**src/rtl/neokeon_pkg.sv**
```systemverilog
// Shared Neokeon definitions: round-constant table, word-slice view of the state, and rotations.
// Pulled in by both the Theta/Pi1 stage and the Theta combinational block.
package neokeon_pkg;

   typedef logic [31:0] word_t;

   // Index 0 is the most significant word, so a0 = [127:96] ... a3 = [31:0].
   typedef word_t [0:3] state_words_t;

   localparam int unsigned RC_COUNT = 17;

   localparam logic [7:0] RC_TABLE [RC_COUNT] = '{
      8'h80, 8'h1B, 8'h36, 8'h6C, 8'hD8, 8'hAB, 8'h4D, 8'h9A, 8'h2F,
      8'h5E, 8'hBC, 8'h63, 8'hC6, 8'h97, 8'h35, 8'h6A, 8'hD4
   };

   // Indices beyond the table return zero, so such rounds behave as if no constant is added.
   function automatic logic [7:0] rc_lookup(input logic [4:0] round);
      if (round < 5'd17) return RC_TABLE[round];
      return 8'h00;
   endfunction

   function automatic word_t rotl32(input word_t x, input int unsigned n);
      return (x << n) | (x >> (32 - n));
   endfunction

   function automatic word_t rotr32(input word_t x, input int unsigned n);
      return (x >> n) | (x << (32 - n));
   endfunction

   function automatic word_t thetaMix(input word_t t);
      return t ^ rotl32(t, 8) ^ rotr32(t, 8);
   endfunction

endpackage

```
**src/rtl/neokeon_theta.sv**
```systemverilog
// Combinational Neokeon Theta(state, key). No clock; also usable by a decrypt key-schedule path.
import neokeon_pkg::*;

module neokeon_theta (
   input  logic [127:0] stateIn,
   input  logic [127:0] keyIn,
   output logic [127:0] stateOut
);

   state_words_t a;
   state_words_t k;
   word_t        t1;
   word_t        t2;

   always_comb begin
      a  = stateIn;
      k  = keyIn;
      t1 = thetaMix(a[0] ^ a[2]);
      a[1] = a[1] ^ t1;
      a[3] = a[3] ^ t1;
      a  = a ^ k;
      t2 = thetaMix(a[1] ^ a[3]);
      a[0] = a[0] ^ t2;
      a[2] = a[2] ^ t2;
      stateOut = a;
   end

endmodule

```
**src/rtl/neokeon_theta_pi1_stage.sv**
```systemverilog
// Noekeon round front half (RC add, Theta, Pi1) into a two-entry elastic output buffer.
// Optional NEOKEON_DECRYPT_EN adds in_dec/out_dec and the decrypt ordering (Theta before RC).
import neokeon_pkg::*;

module neokeon_theta_pi1_stage (
   input  logic         clk,
   input  logic         rst,
   input  logic         in_valid,
   output logic         in_ready,
   input  logic [127:0] in_state,
   input  logic [127:0] in_key,
   input  logic [4:0]   in_round,
`ifdef NEOKEON_DECRYPT_EN
   input  logic         in_dec,
   output logic         out_dec,
`endif
   output logic         out_valid,
   input  logic         out_ready,
   output logic [127:0] out_state,
   output logic [4:0]   out_round
);

   typedef struct packed {
`ifdef NEOKEON_DECRYPT_EN
      logic         dec;
`endif
      logic [4:0]   round;
      logic [127:0] state;
   } stage_word_t;

   logic         isDec;
   word_t        rcWord;
   state_words_t preTheta;
   logic [127:0] postTheta;
   state_words_t mixed;
   state_words_t piOut;

   stage_word_t  newWord;
   stage_word_t  mWord;
   stage_word_t  sWord;
   logic         mValid;
   logic         sValid;
   logic         accept;
   logic         pop;

`ifdef NEOKEON_DECRYPT_EN
   assign isDec = in_dec;
`else
   assign isDec = 1'b0;
`endif

   assign rcWord = {24'h000000, rc_lookup(in_round)};

   // One Theta instance serves both orderings; RC is added before it (encrypt) or after it (decrypt).
   always_comb begin
      preTheta = in_state;
      if (!isDec) preTheta[0] = preTheta[0] ^ rcWord;
   end

   neokeon_theta uTheta (
      .stateIn  (preTheta),
      .keyIn    (in_key),
      .stateOut (postTheta)
   );

   always_comb begin
      mixed = postTheta;
      if (isDec) mixed[0] = mixed[0] ^ rcWord;
      piOut[0] = mixed[0];
      piOut[1] = rotl32(mixed[1], 1);
      piOut[2] = rotl32(mixed[2], 5);
      piOut[3] = rotl32(mixed[3], 2);
   end

   always_comb begin
      newWord       = '0;
      newWord.state = piOut;
      newWord.round = in_round;
`ifdef NEOKEON_DECRYPT_EN
      newWord.dec   = in_dec;
`endif
   end

   assign accept = in_valid && !sValid;
   assign pop    = mValid && out_ready;

   // S only fills when M is occupied and not draining, so it always holds the younger word.
   always_ff @(posedge clk) begin
      if (rst) begin
         mValid <= 1'b0;
         sValid <= 1'b0;
         mWord  <= '0;
         sWord  <= '0;
      end else if (pop && sValid) begin
         mWord  <= sWord;
         sValid <= 1'b0;
      end else if (accept && (!mValid || pop)) begin
         mWord  <= newWord;
         mValid <= 1'b1;
      end else if (accept) begin
         sWord  <= newWord;
         sValid <= 1'b1;
      end else if (pop) begin
         mValid <= 1'b0;
      end
   end

   assign in_ready  = !sValid;
   assign out_valid = mValid;
   assign out_state = mWord.state;
   assign out_round = mWord.round;
`ifdef NEOKEON_DECRYPT_EN
   assign out_dec   = mWord.dec;
`endif

endmodule

```
**config.mk**
```make
export PLATFORM = sky130hd
export DESIGN_NAME = neokeon_theta_pi1_stage
export DESIGN_NICKNAME = d
export VERILOG_FILES = /design/src/rtl/neokeon_pkg.sv /design/src/rtl/neokeon_theta.sv /design/src/rtl/neokeon_theta_pi1_stage.sv
export SDC_FILE = /design/constraint.sdc
export NUM_CORES = 1
export LEC_CHECK = 0
export CAP_MARGIN = 20
export CELL_PAD_IN_SITES_DETAIL_PLACEMENT = 0
export CELL_PAD_IN_SITES_GLOBAL_PLACEMENT = 2
export CORE_ASPECT_RATIO = 2
export CORE_MARGIN = 2
export CORE_UTILIZATION = 31
export DETAILED_ROUTE_END_ITERATION = 16
export PLACE_DENSITY = 0.95
export SYNTH_ARGS = -nofsm -noshare
export SYNTH_HDL_FRONTEND = slang
export SYNTH_SLANG_ARGS = --single-unit
export TNS_END_PERCENT = 10
```
**constraint.sdc**
```tcl
create_clock -name clk -period 5 [get_ports clk]
set_input_delay 0.75 -clock clk [delete_from_list [all_inputs] [get_ports clk]]
set_output_delay 0.75 -clock clk [all_outputs]
set_load 0.05 [all_outputs]
```
Word-level counts from Yosys, hierarchy flattened:

Memories as Yosys holds them, arrays and structs flattened.
Cells that the tools add are included.
W data, S select, Z words.

* order comparisons: 2
* bitwise gates (word level): 22
* reduce and logical (&&, ||, !) cells: 13
* add/sub/neg operators: 0
* divide/modulo/power cells: 0
* mux-type cells: 10
* equal/unequal tests: 1
* multipliers: 0
* shift-type cells: 0

Operator list (count)
* $xor A32 B32 Y32: 10
* $mux W133: 2
* $xor A128 B128 Y128: 1
* $or A24 B32 Y32: 2
* $or A32 B8 Y32: 2
* $mux W8: 4
* $or A32 B1 Y32: 1
* $or A32 B2 Y32: 1
* $or A32 B5 Y32: 1
* $xor A32 B8 Y32: 1
* $ge A6 B6 Y1 const B: 1
* $not A5 Y6: 1
* $reduce_and A3 Y1: 2
* $lt A5 B5 Y1 const B: 1
* $logic_and A1 B1 Y1: 4
* $mux W1: 4
* $reduce_bool A2 Y1: 2
* $logic_not A1 Y1: 2
* $ne A2 B1 Y1 const B: 1
* $not A1 Y1: 2
* $reduce_and A2 Y1: 1
* $reduce_or A2 Y1: 1
* $logic_or A1 B1 Y1: 1

* logic and storage cells: 55
* latch bits: 0
* output and inout bits: 135
* RAM bits: 0
* memory bits (read-only): 256
* bits of input ports: 265
* memories: 1
* register bits: 268

Memory list
* (name not given): words 32, width 8, rd ports 1, clocked after memory_dff 0, wr ports 0, line neokeon_pkg.sv:19 `if (round < 5'd17) return RC_TABLE[round];`

Depth between registers and ports, before layout:

Gate-level depths: netlist (run 1).

* word-level depth: 21
* mapped depth: 8
* depth with buffers taken out: 8

Modules after synthesis:

Synthesis (run 1) repeated with hierarchy kept, for this count alone.

* cell total of the unflattened synthesis: 1654
* area, all modules: 17789.6 um^2

Modules (own cells, without submodules)
* neokeon_theta_pi1_stage: seq. area each 5365.1 um^2, cells each 1238, area an instance 10303.6 um^2, instances 1
* neokeon_theta: seq. area each 0.0 um^2, cells each 416, area an instance 7485.9 um^2, instances 1

Worst setup path before layout (run 1):

No wires, ideal clock.

* path kind: input-to-reg
* start point: input port in_round[1]
* end point: register sWord[3] (netlist bit)
* slack: 2272 ps
* stages on the path: 8
* required time: 4935 ps
* arrival time: 2663 ps
* library setup time: 65 ps
* path buffers: 0
* cells stage by stage: inv_1 -> ha_1 -> mux2_2 -> o21ai_2 -> xnor3_2 -> xnor3_1 -> o21a_1 -> nor2_1

* longest elaborated chain between the ends: 13
* elaborated cells on any way between the ends: 15
* those cells by class: order compare: 1; mux: 5; bitwise: 8; memory: 1

RTL lines
* from (decl): line neokeon_theta_pi1_stage.sv:12 `input logic [4:0] in_round,`
* $not A5 Y6 (implied by the code): line neokeon_pkg.sv:19
* $mem_v2 Z32 W8
* $mux W8 (implied by the code) (2 in series): line neokeon_pkg.sv:19
* $mux W8: line neokeon_pkg.sv:19
* $mux W8 *: line neokeon_pkg.sv:20 `return 8'h00;`
* $xor A32 B8 Y32 *: line neokeon_theta_pi1_stage.sv:57 `if (!isDec) preTheta[0] = preTheta[0] ^ rcWord;`
* $xor A32 B32 Y32 *: line neokeon_theta.sv:18 `t1 = thetaMix(a[0] ^ a[2]);`
* $xor A32 B32 Y32 * (2 in series): line neokeon_pkg.sv:32 `return t ^ rotl32(t, 8) ^ rotr32(t, 8);`
* $xor A32 B32 Y32 *: line neokeon_theta.sv:20 `a[3] = a[3] ^ t1;`
* $xor A128 B128 Y128 *: line neokeon_theta.sv:21 `a = a ^ k;`
* $or A32 B2 Y32 *: line neokeon_pkg.sv:24 `return (x << n) | (x >> (32 - n));`
* to (signal assigned): line neokeon_theta_pi1_stage.sv:101 `sWord <= newWord;`
* to (decl): line neokeon_theta_pi1_stage.sv:40 `stage_word_t sWord;`

Mark *: on every way between the ends. The rest lies on a longest branch, timed or not. The select of a mux whose other input is x is not followed.
A chain may end at the register's enable or synchronous reset.

Worst setup path in the final report (run 1):

Same ends and word-level chain as after synthesis.

==> run_results.csv, run 1 <==
group,metric,value,unit
die,io_pins,400,
run,drv_cap,0,
timing,period_needed,3150,ps
power,finalPower,8.77,mW
placed_design,placed_cells,2375,
worst_setup_path,r2r_start,"sValid",
routing,drtIter0Drc,953,
timing,period_share,63.0,%
worst_setup_path,worstSetupStartpointType,"input pin",
clock_tree,cts.sinks,268,
cells_and_area,fin_cells,2426,
worst_setup_path,cp_data_required_time,5480,ps
worst_setup_path,arrival,3630,ps
clock_tree,clk_latency,550,ps
worst_setup_path,r2r_slack,2570,ps
placed_design,place_congestion,0.843,
placed_design,place_area,18700,sq um
die,core_area,45600,sq um
logic_synthesis,avgSynthCellArea,9.47,sq um
logic_synthesis,synth_area,14200,sq um
cells_and_area,fin_nets,2113,
logic_synthesis,ys_ff_latch,268,
min_path,hold_depth,2,
die,rows,111,
logic_synthesis,ys.flop_type,"dfxtp_1",
die,start_util,31.3,%
clock_tree,cts_tree,"yes",
die,dieWidth,156,microns
run_status,status,"finished clean",
die,die_y,307,microns
worst_setup_path,crit_path_end_kind,"flop",
worst_setup_path,cp_max_fo,9,
routing,viasPerCell,5.10,
clock_tree,post_cts_resized,0,
min_path,hold_path_class,"flop to flop",
clock_tree,clk_pin_slew,60,ps
routing,drc,0,
routing,postRouteAntennaNets,0,
worst_setup_path,path_class,"input pin to flop",
routing,wl_per_cell,21.7,microns
routing,vias,12366,
clock_tree,cts_buffers,29,
global_routing,antenna_found_initial,0,
timing,slew_viol_final,0,
die,dieArea,47800,sq um
min_path,min-delay-start,"sWord[74]",
clock_tree,post-cts-setup-buffer-count,0,
cells_and_area,postLayoutCellArea,19700,sq um
timing,slew_headroom,31.6,%
timing,tns,0,ps
timing,setup_violations,0,
clock_tree,clk_path_buf_depth,3,
global_routing,grt_pass1_vias,12131,
clock_tree,cts_hold_buf,0,
cells_and_area,syn_to_final_growth,38.1,%
power,leakagePower,6.61,nW
clock_tree,cts-root-buf,"clkbuf_16",
logic_synthesis,synth_cells,1504,
cells_and_area,nFillCells,4472,
power,p_per_area,446,nW/um^2
clock_tree,ctsHtreeMaxLevel,1,
logic_synthesis,synth-async-reset-ratio,0,%
timing,finalHoldViolCount,0,
routing,wirelength,52.5,mm
min_path,hold_path_end,"sWord[74]",
placed_design,dp_hpwl,39.4,mm
routing,firstDrtPassIters,5,
placed_design,portBuffers,399,
logic_synthesis,yosys_warnings,0,
global_routing,grt_overflow_total,0,
cells_and_area,n_antenna_cell,0,
worst_setup_path,rr_endpoint,"out_state[26]",
timing,worst_pin_slew,1030,ps
timing,finClkSkew,6.95,ps
logic_synthesis,ys_types,48,
worst_setup_path,worst_r2r_path_depth,7,
global_routing,grt_usage,21.2,%
global_routing,grt_start_max_net_pins,88,
logic_synthesis,synth_nets,1775,
power,max-vdd-ir-drop,253,uV
global_routing,grt_first_pass_wirelength,76.4,mm
logic_synthesis,yosysSeqAreaShare,37.7,%
timing,max_freq,317,MHz
cells_and_area,drive_gt1_share,4.51,%
timing,rsz0062_at_grt,"false",
logic_synthesis,synth_edf_count,0,
flip-flops by register name (all words and copies together) (netlist names):
signal / cells
out_round: 5
out_state: 128
out_valid: 1
sValid: 1
sWord: 133
stage by stage:
| step | setup slack, ps | hold slack (ps) | util (%) |
|---|---|---|---|
| after floorplan | 2270 | 432 | - |
| after global placement | 1290 | 441 | 41.0 |
| after detailed placement | 1260 | 449 | 41.0 |
| after CTS | 1860 | 458 | 43.1 |
| after global routing | 1670 | 479 | 43.2 |
| final | 1850 | 456 | 43.2 |
cells in the final DEF (no fill, tap or decap), drive strengths merged, types with 6 or more instances in the layout:
cell	n
clkdlybuf4s50	398
inv	8
buf	14
a222oi	24
a22oi	109
nand3	6
xnor2	368
a21oi	32
o21ai	26
clkbuf	46
ha	6
xor2	52
o22ai	85
a211oi	77
dfxtp	268
o21a	6
nor2	144
nand2	91
xnor3	27
nor3	20
critical path: stages:
cell             delay [ps]
clkdlybuf4s50_1         690
inv_1                   160
ha_1                    380
mux2_2                  300
o21ai_2                 190
xnor3_2                 530
xnor3_1                 370
o21a_1                  190
nor2_1                   70
metal layers:
layer	routed length (microns)	vias to the layer above	global-route usage [%]
met3	4520	56	5.41
met5	0	-	0
met2	24900	531	35.8
li1	-	5982	-
met4	1480	0	5.82
met1	21700	5797	26.5
worst max path at each step:
stage	cells after the start	endpoint	from	slack, ps
after detailed placement	9	sWord[3]	in_round[0]	1260
after CTS	9	sWord[3]	in_round[0]	1860
final	9	sWord[3]	in_round[1]	1850
after global placement	9	sWord[3]	in_round[0]	1290
after floorplan	8	sWord[3]	in_round[1]	2270
after global routing	9	sWord[3]	in_round[0]	1670
report_power, final:
group	total (mW)	internal [mW]	leakage, nW	switching (mW)
Clock	2.19	1.29	0.467	0.892
Sequential	2.57	2.42	2.19	0.158
Combinational	4.01	1.61	3.95	2.41
Total	8.77	5.32	6.61	3.46
cell usage after synthesis (6+ instances only):
cell type  number  area (sq um)
nand2_1        91           342
dfxtp_1       268          5370
a222oi_1       24           240
o22ai_1        85           532
xnor2_1       361          3160
o21a_1          6          45.0
nand3_1         6          30.0
xnor3_1        25           563
clkbuf_1       98           368
o21ai_0        24           120
nor3_1         20           100
inv_1           7          26.3
a211oi_1       77           578
a21oi_1        32           160
a22oi_1       109           818
xor2_1         50           438
nor2_1        144           541
ha_1            6          75.1
area by class of cell:
| type | instances | area, sq um | share of cell area, % |
|---|---|---|---|
| Inverter | 8 | 30.0 | 0.153 |
| Timing Repair Buffer | 413 | 4150 | 21.1 |
| Clock buffer | 45 | 876 | 4.45 |
| Clock inverter | 5 | 77.6 | 0.395 |
| Tap cell | 565 | 707 | 3.60 |
| Multi-Input combinational cell | 1122 | 8460 | 43.0 |
| Sequential cell | 268 | 5370 | 27.3 |
cell families (layout without fill, tap and decap cells):
group / count (synthesis) / count (layout) / synth area share (%)
adder cells (fa/ha/maj): 6 / 6 / 0.527
multiplexers: 2 / 2 / 0.158
AO/OA/AOI/OAI: 375 / 375 / 18.8
flip-flops: 268 / 268 / 37.7
AND/OR/NAND/NOR: 290 / 290 / 8.44
buffers and inverters: 114 / 471 / 3.17
XOR/XNOR: 449 / 449 / 31.2
Note: power is estimated with default switching activity, not from simulation.
==> run 2, diff against run 1 <==
- CORE_UTILIZATION: 31 -> 26
- PLACE_DENSITY: 0.95 -> 0.87
- clock period: 5 -> 2.87 ns (I/O delays scaled with it)
==> run 2 against run 1 <==
Register-to-register slack got worse by 1600 ps. Core utilization shrank 5.5 points. Global-route usage fell by 1.3 points. Clock skew rose by 1.5 ps. Via count increased by 3.5%. Clock-buffer cell count fell by 9. Sequential cell count stayed put. Routed wire length increased by 11%. Largest power group unchanged.
==> run_results.csv, run 2 (same netlist as run 1, synthesis figures left out) <==
group,metric,value,unit
run_status,status,"finished clean",
power,p_per_area,770,nW/um^2
worst_setup_path,cp_slowest_cell,"xnor3_2",
timing,tns,0,ps
worst_setup_path,cp_max_fo,14,
cells_and_area,drive_gt1_share,9.04,%
timing,period_share,86.1,%
timing,worst_pin_slew,1050,ps
clock_tree,clk_path_buf_depth,3,
power,leakagePower,7.03,nW
global_routing,antenna_found_initial,2,
cells_and_area,final_cell_mix,"386 x clkdlybuf4s50_1, 361 x xnor2_1, 268 x dfxtp_1, 142 x nor2_1, 109 x a22oi_1",
global_routing,grt_overflow_total,0,
clock_tree,cts_tree,"yes",
worst_setup_path,crit_buf_inv,2,
routing,drc,0,
die,die_y,335,microns
worst_setup_path,worstSetupStartpointType,"input pin",
placed_design,place_area,19500,sq um
placed_design,portBuffers,399,
placed_design,post-place-ws,-158,ps
placed_design,dp_hpwl,45.6,mm
routing,drtIter0Drc,708,
worst_setup_path,cp_data_required_time,3350,ps
clock_tree,clk_latency,560,ps
clock_tree,ctsHtreeMaxLevel,1,
clock_tree,cts_hold_buf,0,
clock_tree,post-cts-setup-buffer-count,0,
worst_setup_path,rr_endpoint,"out_state[127]",
worst_setup_path,crit_path_cell_trace,"clkdlybuf4s50_1 -> buf_4 -> ha_1 -> nand2_1 -> a21oi_1 -> or3_1 -> xnor3_2 -> or3_1 -> o211ai_1",
worst_setup_path,cpMostUsedCell,"or3_1",
cells_and_area,regMostFlops,"sWord",
min_path,hold_depth,2,
die,rows,121,
cells_and_area,syn_to_final_growth,43.6,%
worst_setup_path,arrival,2950,ps
global_routing,grt_start_max_net_pins,105,
placed_design,place_congestion,0.872,
power,finalPower,15.7,mW
timing,finClkSkew,8.45,ps
cells_and_area,multi_input_area,8460,sq um
global_routing,grt_usage,19.8,%
timing,max_freq,404,MHz
timing,rsz0062_at_grt,"false",
timing,slew_headroom,29.5,%
cells_and_area,final_common_cell,"clkdlybuf4s50_1",
global_routing,grt_pass1_vias,12763,
clock_tree,post_cts_resized,0,
worst_setup_path,r2r_slack,990,ps
cells_and_area,nFillCells,5464,
routing,firstDrtPassIters,8,
cells_and_area,fin_nets,2187,
cells_and_area,postLayoutCellArea,20400,sq um
clock_tree,clk_pin_slew,60,ps
routing,viasPerCell,4.90,
die,dieWidth,169,microns
worst_setup_path,crit_family,"simple AND/OR/NAND/NOR gates",
routing,wl_per_cell,22.3,microns
die,core_area,54400,sq um
die,dieArea,56800,sq um
min_path,hold_path_class,"input pin to flop",
timing,slew_viol_final,0,
worst_setup_path,crit_path_start,"in_round[0]",
min_path,min-delay-start,"rst",
worst_setup_path,critPathMaxStageDelay,550,ps
routing,vias,12804,
cells_and_area,largest_reg_flops,133,
min_path,hold_path_end,"out_state[84]",
clock_tree,cts.sinks,268,
timing,period_needed,2470,ps
run,drv_cap,0,
clock_tree,cts_buffers,27,
cells_and_area,final_util,37.6,%
routing,postRouteAntennaNets,0,
clock_tree,cts-root-buf,"clkbuf_16",
routing,wirelength,58.2,mm
power,max-vdd-ir-drop,384,uV
timing,fin_ws,398,ps
worst_setup_path,worst_r2r_path_depth,7,
timing,setup_violations,0,
worst_setup_path,crit_path_end_kind,"flop",
global_routing,grt_first_pass_wirelength,83.3,mm
timing,finalHoldViolCount,0,
worst_setup_path,path_class,"input pin to flop",
worst_setup_path,r2r_start,"sValid",
die,io_pins,400,
cells_and_area,seqCellArea,5370,sq um
die,start_util,26.2,%
-- run 2: cell types whose count changed in the layout (fill, tap and decap cells not counted), sizes merged --
cell,delta
buf,+89
bufinv,+2
clkbuf,-10
clkdlybuf4s50,-12
clkinv,+4
diode,+1
inv,+1
-- run 2: layout make-up --
cell class	count	share of cell area, %
diodes	1	0.0122
clock buffers	36	3.81
clock inverters	12	0.814
inverters	8	0.147
multi-input cells	1122	41.4
flip-flops and latches	268	26.2
well taps	676	4.14
repair buffers	489	23.5
-- run 2: through the flow --
step	hold slack, ps	std cells
after global placement	438	2563
after floorplan	432	1504
after detailed placement	446	2563
after global routing	280	2611
final	286	2612
after CTS	250	2611
-- run 2: metal layers --
metal / part of all wire, % / track usage (%) / vias to the layer above
li1: - / - / 6107
met1: 35 / 20.7 / 6162
met2: 54 / 37.8 / 459
met3: 6.5 / 3.84 / 74
met4: 4.6 / 8.53 / 2
met5: 0.022 / 0 / -
-- run 2: how the worst max path moves through the flow --
| stage | to | slack, ps | cells after the start |
|---|---|---|---|
| final | out_state[68] | 400 | 9 |
| after global routing | sWord[68] | 320 | 9 |
| after CTS | out_state[121] | 410 | 1 |
| after detailed placement | out_state[68] | -160 | 9 |
| after global placement | sWord[3] | -170 | 9 |
| after floorplan | sWord[3] | 460 | 8 |
-- run 2: where the power goes --
group / leakage (nW) / switching, mW / internal (mW) / total [mW]
logic: 4.37 / 4.38 / 3.03 / 7.41
registers: 2.19 / 0.282 / 4.21 / 4.49
clock network: 0.470 / 1.59 / 2.26 / 3.84
total: 7.03 / 6.25 / 9.50 / 15.7
==> variant, RTL diff (config.mk and constraints of run 2) <==
The option `NEOKEON_DECRYPT_EN` is turned on by a define.
--- a/src/rtl/neokeon_theta_pi1_stage.sv
+++ b/src/rtl/neokeon_theta_pi1_stage.sv
@@ -2,2 +2,4 @@
 // Optional NEOKEON_DECRYPT_EN adds in_dec/out_dec and the decrypt ordering (Theta before RC).
+`define NEOKEON_DECRYPT_EN
+
 import neokeon_pkg::*;
Interface: changed (added in_dec and out_dec); port bits go from 400 to 402. The function was not compared with the original's and may differ.
==> variant against run 2 <==
Synthesized area increased by 4.6%; sequential cell count rose by 2; design area grew 5.5%; largest power group unchanged; total power fell by 0.60%; sequential power increased by 0.9%; non-clock buffer count grew 58; sequential share of layout area fell by 1.2 points; routed wire length grew 6.3%; setup slack worse by 130 ps.
==> variant: results (changes against run 2) <==
* Initial antenna violation count at 0 (was 2)
* Net count of the finished layout at 2323 (was 2187)
* Average wire length per cell after detail routing at 21.9 µm (was 22.3 µm)
* Via count of the first global-routing pass at 13870 (was 12763)
* Number of design-rule violations left by the first detailed-router iteration at 792 (was 708)
* Slew @ Worst Pin at 909 ps (was 1050 ps)
* Diode count at 0 (was 1)
* Global-route wire length before repair at 89600 µm (was 83300 µm)
* Post-synth top cells: 337 x xnor2_1, 270 x dfxtp_1, 152 x nand2_1, 112 x a22oi_1, 107 x nor2_1 (was 361 x xnor2_1, 268 x dfxtp_1, 144 x nor2_1, 109 x a22oi_1, 98 x clkbuf_1)
* Arrival time worst endpoint at 3050 ps (was 2950 ps)
* Max FO, Critical Path at 6 (was 14)
* Weighted congestion at the end of routability-driven global placement at 0.882 (was 0.872)
* Outcome: finished clean (unchanged)
* Largest stage delay on the critical path at 500 ps (was 550 ps)
* Seq/Total Area, Yosys at 36.3% (was 37.7%)
* Instance count along the most critical hold path at 3 (was 2)
* Critical register-to-register path startpoint: out_valid$_SDFFE_PP0P_ (was sValid$_SDFFE_PP0P_)
* Internal Power at 9.40 mW (was 9.50 mW)
* Leakage power figure at 7.56 nW (was 7.03 nW)
* Hpwl dp at 48100 µm (was 45600 µm)
* End of the worst hold path: out_state[86]$_SDFFE_PP0P_ (was out_state[84]$_SDFFE_PP0P_)
* Fraction of final layout cells with drive strength greater than 1 at 10.9% (was 9.04%)
* Tot GR Track Use at 20.0% (was 19.8%)
* Filler cell count in the final layout at 5711 (was 5464)
* First-pass iteration count of the detailed router at 5 (was 8)
* PortBufs at 401 (was 399)
==> variant: changes by cell type after synthesis, sizes merged, moves of 13 or more <==
| cell | run 2 | this run |
|---|---|---|
| nand2 | 91 | 152 |
| nor2 | 144 | 108 |
| xnor2 | 368 | 337 |
| a21oi | 32 | 53 |
| a211oi | 77 | 58 |
| o21ai | 26 | 39 |
| xnor3 | 27 | 40 |
==> variant: kinds of logic (layout without fill, tap and decap cells) <==
family	after synthesis	count (layout)	synth area share [%]
flip-flops	270	270	36.3
AO/OA/AOI/OAI	412	412	19.7
AND/OR/NAND/NOR	337	337	9.87
buffers and inverters	125	603	3.44
adder cells (fa/ha/maj)	6	6	0.504
multiplexers	2	2	0.151
XOR/XNOR	441	441	30.1
==> variant: cell type report <==
cell class	count	area, µm²	share of cell area [%]
flip-flops and latches	270	5410	25.1
clock inverters	13	138	0.638
multi-input cells	1198	9020	41.8
inverters	7	26.3	0.122
clock buffers	36	749	3.48
well taps	756	946	4.39
repair buffers	547	5280	24.5
==> variant: power groups by stage <==
stage                     clock, mW  sequential (mW)  combinational [mW]
final                          3.62             4.53                7.50
after global placement            0             4.60                7.48
after floorplan                   0             5.89                3.28
after global routing           3.85             4.58                7.91
after detailed placement          0             4.61                7.55
after CTS                      3.72             4.53                7.58
==> variant: metrics by stage <==
stage / setup WS, ps / std cells / util [%]
floorplan: 199 / 1593 / -
global placement: -353 / 2776 / 36.3
detailed placement: -288 / 2777 / 36.3
CTS: 286 / 2826 / 37.9
global route: 134 / 2827 / 37.9
finish: 263 / 2827 / 37.9
==> variant: per-layer routing <==
metal / wire length (µm) / part of all wire (%) / track usage, % / up-vias
met5: 0 / 0 / 0 / -
met4: 2820 / 4.5 / 8.93 / 0
met3: 3500 / 5.7 / 3.73 / 83
met2: 32900 / 53 / 37.9 / 490
met1: 22700 / 37 / 21.3 / 6713
li1: - / - / - / 6595
==> variant: worst register-to-register path: cells and delay by family, from the launching register on <==
kind / cells / cell delay, ps
buffers and inverters: 2 / 620
and+or+nand+nor: 3 / 640
DFF: 1 / 440
AOI/OAI and AO/OA: 1 / 240
==> variant: worst max-delay path by stage <==
stage                             endpoint  slack [ps]  cells after the start
floorplan           sWord[16]$_SDFFE_PP0P_         200                      9
global placement    sWord[94]$_SDFFE_PP0P_        -350                     10
CTS                 sWord[16]$_SDFFE_PP0P_         290                      9
detailed placement  sWord[16]$_SDFFE_PP0P_        -290                      9
global route        sWord[16]$_SDFFE_PP0P_         130                      9
finish              sWord[16]$_SDFFE_PP0P_         260                      9
